$ cat src/rtl/inst_buffer.sv
// Instruction buffer between the icache stage and the decoder.
// A circular FIFO of single-instruction entries. It accepts fetch packets of
// up to two instructions and hands the oldest one or two instructions to the
// decoder. There is no bypass path: an instruction reaches the decoder outputs
// one cycle after it is pushed. Flush and reset empty the buffer.
module inst_buffer #(
  parameter int DEPTH  = 8,
  parameter int PRED_W = 32
) (
  input  logic                  clk,
  input  logic                  rst,
  input  logic                  flush_i,
  input  logic                  icache_valid_i,
  output logic                  icache_ready_o,
  input  logic [63:0]           icache_insts_i,
  input  logic [31:0]           icache_pc_i,
  input  logic [1:0]            icache_mask_i,
  input  logic [2*PRED_W-1:0]   icache_pred_i,
  output logic [1:0]            dec_valid_o,
  output logic [63:0]           dec_insts_o,
  output logic [63:0]           dec_pc_o,
  output logic [2*PRED_W-1:0]   dec_pred_o,
  input  logic                  dec_ready_i
);

  localparam int PW = $clog2(DEPTH);
  localparam int CW = PW + 1;
  // Accepting a packet needs room for two entries, whatever its mask.
  localparam logic [CW-1:0] READY_MAX = CW'(DEPTH - 2);

  // Number of set bits in a two-bit slot mask.
  function automatic logic [CW-1:0] slot_count(input logic [1:0] bits);
    return CW'(bits[0]) + CW'(bits[1]);
  endfunction

  logic [31:0]       inst_mem [DEPTH];
  logic [31:0]       pc_mem   [DEPTH];
  logic [PRED_W-1:0] pred_mem [DEPTH];

  logic [PW-1:0] head;
  logic [PW-1:0] tail;
  logic [CW-1:0] count;
  logic [PW-1:0] head_nx1;
  logic [PW-1:0] tail_nx1;
  logic          push;
  logic          pop;
  logic [CW-1:0] push_n;
  logic [CW-1:0] pop_n;

  assign head_nx1 = head + PW'(1);
  assign tail_nx1 = tail + PW'(1);

  // Ready depends only on the registered occupancy and flush.
  always_comb icache_ready_o = (count <= READY_MAX) && !flush_i;

  // Decoder slot valids: oldest first, never a lone upper slot.
  always_comb begin
    dec_valid_o = 2'b00;
    if (!flush_i) begin
      if (count >= CW'(2))      dec_valid_o = 2'b11;
      else if (count == CW'(1)) dec_valid_o = 2'b01;
    end
  end

  assign push   = icache_valid_i && icache_ready_o;
  assign pop    = dec_ready_i && (|dec_valid_o);
  assign push_n = push ? slot_count(icache_mask_i) : '0;
  assign pop_n  = pop  ? slot_count(dec_valid_o)   : '0;

  // Pointer and occupancy update; flush wins over any push or pop.
  always_ff @(posedge clk or posedge rst) begin
    if (rst) begin
      head  <= '0;
      tail  <= '0;
      count <= '0;
    end else if (flush_i) begin
      head  <= '0;
      tail  <= '0;
      count <= '0;
    end else begin
      head  <= head + PW'(pop_n);
      tail  <= tail + PW'(push_n);
      count <= count + push_n - pop_n;
    end
  end

  // Entry storage; a lone upper slot is packed into the tail entry.
  always_ff @(posedge clk) begin
    if (push) begin
      case (icache_mask_i)
        2'b11: begin
          inst_mem[tail]     <= icache_insts_i[31:0];
          pc_mem[tail]       <= icache_pc_i;
          pred_mem[tail]     <= icache_pred_i[PRED_W-1:0];
          inst_mem[tail_nx1] <= icache_insts_i[63:32];
          pc_mem[tail_nx1]   <= icache_pc_i + 32'd4;
          pred_mem[tail_nx1] <= icache_pred_i[2*PRED_W-1:PRED_W];
        end
        2'b01: begin
          inst_mem[tail] <= icache_insts_i[31:0];
          pc_mem[tail]   <= icache_pc_i;
          pred_mem[tail] <= icache_pred_i[PRED_W-1:0];
        end
        2'b10: begin
          inst_mem[tail] <= icache_insts_i[63:32];
          pc_mem[tail]   <= icache_pc_i + 32'd4;
          pred_mem[tail] <= icache_pred_i[2*PRED_W-1:PRED_W];
        end
        default: ;
      endcase
    end
  end

  // Decoder data: head and head+1, zeroed in slots that are not valid.
  always_comb begin
    dec_insts_o = '0;
    dec_pc_o    = '0;
    dec_pred_o  = '0;
    if (dec_valid_o[0]) begin
      dec_insts_o[31:0]       = inst_mem[head];
      dec_pc_o[31:0]          = pc_mem[head];
      dec_pred_o[PRED_W-1:0]  = pred_mem[head];
    end
    if (dec_valid_o[1]) begin
      dec_insts_o[63:32]             = inst_mem[head_nx1];
      dec_pc_o[63:32]                = pc_mem[head_nx1];
      dec_pred_o[2*PRED_W-1:PRED_W]  = pred_mem[head_nx1];
    end
  end

endmodule

$ cat config.mk
export PLATFORM = sky130hd
export DESIGN_NAME = inst_buffer
export DESIGN_NICKNAME = d
export VERILOG_FILES = /design/src/rtl/inst_buffer.sv
export SDC_FILE = /design/constraint.sdc
export NUM_CORES = 2
export LEC_CHECK = 0
export CAP_MARGIN = 40
export CORE_ASPECT_RATIO = 0.6
export CORE_UTILIZATION = 33
export CTS_BUF_LIST = sky130_fd_sc_hd__clkbuf_8
export DETAILED_ROUTE_END_ITERATION = 8
export GPL_ROUTABILITY_DRIVEN = 0
export PLACE_DENSITY = 0.61
export SLEW_MARGIN = 20
export SYNTH_ARGS = -nofsm -noshare
export SYNTH_HDL_FRONTEND = slang
export SYNTH_SLANG_ARGS = --single-unit
$ cat constraint.sdc
create_clock -name clk -period 8.8 [get_ports clk]
set_input_delay 1.76 -clock clk [delete_from_list [all_inputs] [get_ports clk]]
set_output_delay 1.76 -clock clk [all_outputs]
set_load 0.05 [all_outputs]
# == Word-level counts from Yosys, hierarchy flattened ==
# Memories as Yosys holds them, arrays and structs flattened.
# Index checks and enable logic that the tools add are counted.
# word_totals
out_inout_bits,195
regBits,10
n_memories,3
ramBits,768
elab_cells,61
in_bits,167
# classes
eq_ne,4
n_mux,29
n_lt_le_gt_ge,2
n_reduce_logical,5
addsub,9
bitwise,6
# mem_list
memory,words,word_bits,read_ports,rd_ports_with_merged_regs,write_ports,line_no,text
inst_mem,8,32,2,0,2,36,logic [31:0] inst_mem [DEPTH];
pc_mem,8,32,2,0,2,37,logic [31:0] pc_mem [DEPTH];
pred_mem,8,32,2,0,2,38,logic [PRED_W-1:0] pred_mem [DEPTH];
# ops
op,n
two-way mux 32 bit,12
"adder 32 x 3 -> 32 bit, second input constant",1
two-way mux 1 bit,10
two-way mux 2 bit,4
"adder 3 x 1 -> 3 bit, second input constant",2
adder 3 x 2 -> 3 bit,2
two-way mux 3 bit,2
OR 1 bit,6
adder 1 x 1 -> 2 bit,2
adder 4 x 2 -> 4 bit,1
"equality test 2 bit, second input constant",2
"equality test 4 x 1 -> 1 bit, second input constant",1
">= comparator 4 x 2 -> 1 bit, second input constant",1
"less-or-equal comparator 4 x 3 -> 1 bit, second input constant",1
two-way mux 4 bit,1
subtractor 4 x 2 -> 4 bit,1
logical AND 1 bit,3
"equality test 2 x 1 -> 1 bit, second input constant",1
OR reduction 2 bit,1
zero test 1 bit,1

# == Depth between registers and ports, before layout ==
# depth
depth_word,9
mapped_depth,16
mapped_depth_nobuf,14

# == Least setup slack after synthesis ==
# Ideal clock, no wire load.
# synth_path
path_kind,input to register
startpoint,input icache_mask_i[0]
endpoint,memory inst_mem[1][0] (enable)
arrival_ns,7.486
setup_ns,0.582
t_required_ns,8.218
path_buffers,0
setup_slack_ns,0.732
stages,6
cell_sequence,ha_1 -> nor3b_1 -> inv_1 -> o22ai_1 -> nand2b_1 -> a21oi_1
# synth_rtl
item,line_no,text
from (decl),17,"input logic [1:0] icache_mask_i,"
to (decl),36,

# == Final worst setup path ==
# layout_path
startpoint,input flush_i
endpoint,output dec_pred_o[47]
# layout_between
elab_chain_len,2
# layout_rtl
item,line_no,text
from (decl),12,"input logic flush_i,"
two-way mux 2 bit,59,if (!flush_i) begin
two-way mux 32 bit,124,if (dec_valid_o[1]) begin
to (decl),22,"output logic [2*PRED_W-1:0] dec_pred_o,"
# No other way between the ends.

==> impl_metrics.ini <==
[clock_tree]
cts.path.max_buffers = 3
cts_hold_buffers = 0
cts_buffers = 135
cts_tree = yes
cts_setup_buffers = 0
clk_latency_ps = 850
clk_pin_slew_worst_paths_ps = 60
root_buffer = clkbuf_8
cts-resized-gates = 0
cts-htree-levels = 4
cts.sinks = 778

[yosys]
synthSimpleGateAreaFrac = 0.1823
syn_nets = 4490
synthMuxAreaShare = 0.2060
synth_edf_count = 768
yosysSeqAreaShare = 0.4998
avgSynthCellArea_um2 = 10.84
synthTopCellsByArea = edfxtp_1 (49%), mux4_2 (19%), nand2_1 (15%)
yosysWarnings = 0
synth.most_common_cell = nand2_1
synth_top_area_cell = edfxtp_1
synth_top_family_by_area = multiplexers
synth_top_area_frac = 0.4945
yosys.cell_types.count = 52
synth_flop_cell = edfxtp_1
ys_async_sr_fraction = 0.01285
syn_inst = 4303
synth-compound-area-share = 0.01459
syn_area_um2 = 46640
yosys_register_bits = 778
synth_common_cells = nand2_1 (1842), edfxtp_1 (768), mux4_2 (384)
synth-adder-area-share = 0.006009
synth_xor_xnor_area_share = 0.04507

[drt]
firstDrtPassIters = 5
wl_per_cell_um = 26.73
detail_route.iter0.violations = 4356
vias_per_cell = 5.443
drc = 0
ant_nets = 0
routed_wl_mm = 172.1
vias = 35050

[grt]
grt_max_degree = 141
grt_pass1_wl_mm = 243.7
track_usage = 0.2379
antenna_found_initial = 28
grt_pass1_vias = 34020
overflow = 0

[setup_path]
r2r_start = tail[0]
worst_path_max_delay_cell = clkdlybuf4s50_1
worst_path_largest_cell_delay_ps = 910
crit_path_end_kind = output pin
arrival_ps = 4910
cp_num_buf_inv = 3
crit_required_ps = 7040
crit_path_frequent_cell = clkdlybuf4s50_1
startpoint = flush_i
path_max_fanout = 50
cp_top_family = buffers and inverters
worstSetupPathType = in2out
cp-start-kind = input port
path_cells = clkdlybuf4s50_1 > a21o_4 > buf_4 > a21oi_1 > clkdlybuf4s50_1

[timing]
fin_crit_sh = 0.7574
rsz0062_at_grt = false
layout_min_cycle_time_ps = 6665
fin_setup_tns_ps = 0
fin_ws_ps = 2135
max_freq_ghz = 0.1500
fin_worst_skew_ps = 31.02
relSlewSlack = 0.2943
setup_violations = 0
drv_slew = 0
tightest_slew_ps = 1059
hold_viol = 0

[placement]
port_buffers = 361
dpl.hpwl_mm = 103.5
post_dp_cell_area_um2 = 51840
placed_cells = 6190
pre_cts_slack_ps = 2123

[floorplan]
dieArea_um2 = 142900
coreArea_um2 = 139800
rows = 106
die_w_um = 487.3
io_pins = 362
initial_core_util = 0.3336
die_h_um = 293.2

[run]
cap_violations = 0

[cells_and_area]
layout-drive-gt1-share = 0.1518
final_area_um2 = 54390
nets = 4626
instances_no_fill = 6439
area_delta_synth_final_pct = 16.61

[power_and_ir_drop]
p_per_area_nw_per_um2 = 229.4
clkPwrFrac = 0.260
p_sw_frac = 0.3838
p_comb_frac = 0.398
intPower_mw = 7.688
leakagePower_nw = 19.32
pwr-share-seq = 0.342
ir_drop_uv = 132.7
p_switching_mw = 4.790
power_mw = 12.48

[worst_hold_path]
worstHoldPathType = reg2reg
hp-start = count[0]

[status]
status = finished clean
## state kept, by name, indices dropped and copies added, names as in the netlist
register / count
pc_mem: 256
head: 3
pred_mem: 256
count: 4
tail: 3
inst_mem: 256
## cell families (layout without fill, tap and decap cells)
kind of cell,Yosys count,in the layout
adder cells (fa/ha/maj),20,20
AO/OA/AOI/OAI,125,125
flip-flops,778,778
XOR/XNOR,240,240
other,0,11
buffers and inverters,473,708
AND/OR/NAND/NOR,2187,2187
multiplexers,480,480
## metrics by stage
stage,util,hold WS [ps]
CTS,0.3885,702.0
floorplan,-,611.8
global route,0.3890,759.0
detailed placement,0.3709,684.3
global placement,0.3675,672.4
finish,0.3891,701.8
## path summary, 6_finish.rpt
path,to,slack (ps),cells after the start
setup reg to reg,pc_mem[2][7],4670,8
hold reg to reg,count[0],700,2
hold / removal,count[0],700,2
min in group asynchronous,count[0],1210,2
max in group asynchronous,head[0],7240,2
setup / recovery,dec_pred_o[47],2130,5
## worst register-to-register path: cells and delay by family (launching register included)
kind / cells / cell delay (ps)
flops: 1 / 590
buf+inv: 2 / 1120
simple gates: 2 / 860
fa+ha+maj: 1 / 450
xor+xnor: 2 / 570
compound gates: 1 / 260
## cell usage in the layout (no fill, tap or decap), types with 48 or more instances in the layout
| cell | Yosys | routed |
|---|---|---|
| buf_4 | 68 | 55 |
| mux4_2 | 384 | 384 |
| xnor2_1 | 107 | 106 |
| inv_1 | 19 | 48 |
| nand2_1 | 1842 | 1834 |
| a21oi_1 | 103 | 100 |
| clkbuf_8 | 0 | 138 |
| edfxtp_1 | 768 | 768 |
| clkdlybuf4s50_1 | 0 | 361 |
| xor2_1 | 133 | 132 |
| mux2i_1 | 96 | 96 |
| nor2_1 | 250 | 244 |
## per-layer routing
metal	track usage	vias to the layer above	routed length [um]
li1	-	15140	-
met1	0.3384	17450	72510
met2	0.3537	2129	75950
met3	0.05770	308	18720
met4	0.08022	26	4774
met5	0	-	148
## power groups by stage
| stage | sequential (mW) | clock (mW) | combinational (mW) |
|---|---|---|---|
| 2_1_floorplan | 4.30 | 0 | 3.47 |
| 3_3_place_gp | 4.34 | 0 | 4.91 |
| 3_5_place_dp | 4.34 | 0 | 4.96 |
| 4_1_cts | 4.26 | 3.30 | 4.98 |
| 5_1_grt | 4.27 | 3.46 | 5.23 |
| 6_report | 4.26 | 3.25 | 4.97 |
## layout make-up
class                           instances  area (um2)
Clock buffer                          138        1899
Multi-Input combinational cell       3052       21400
Sequential cell                       778       23320
Antenna cell                           11       27.53
Timing Repair Buffer                  450        4725
Inverter                               22       82.58
Clock inverter                         98       568.0
Fill cell                           13340       85400
Tap cell                             1890        2365
Note: power is estimated with default switching activity, not from simulation.
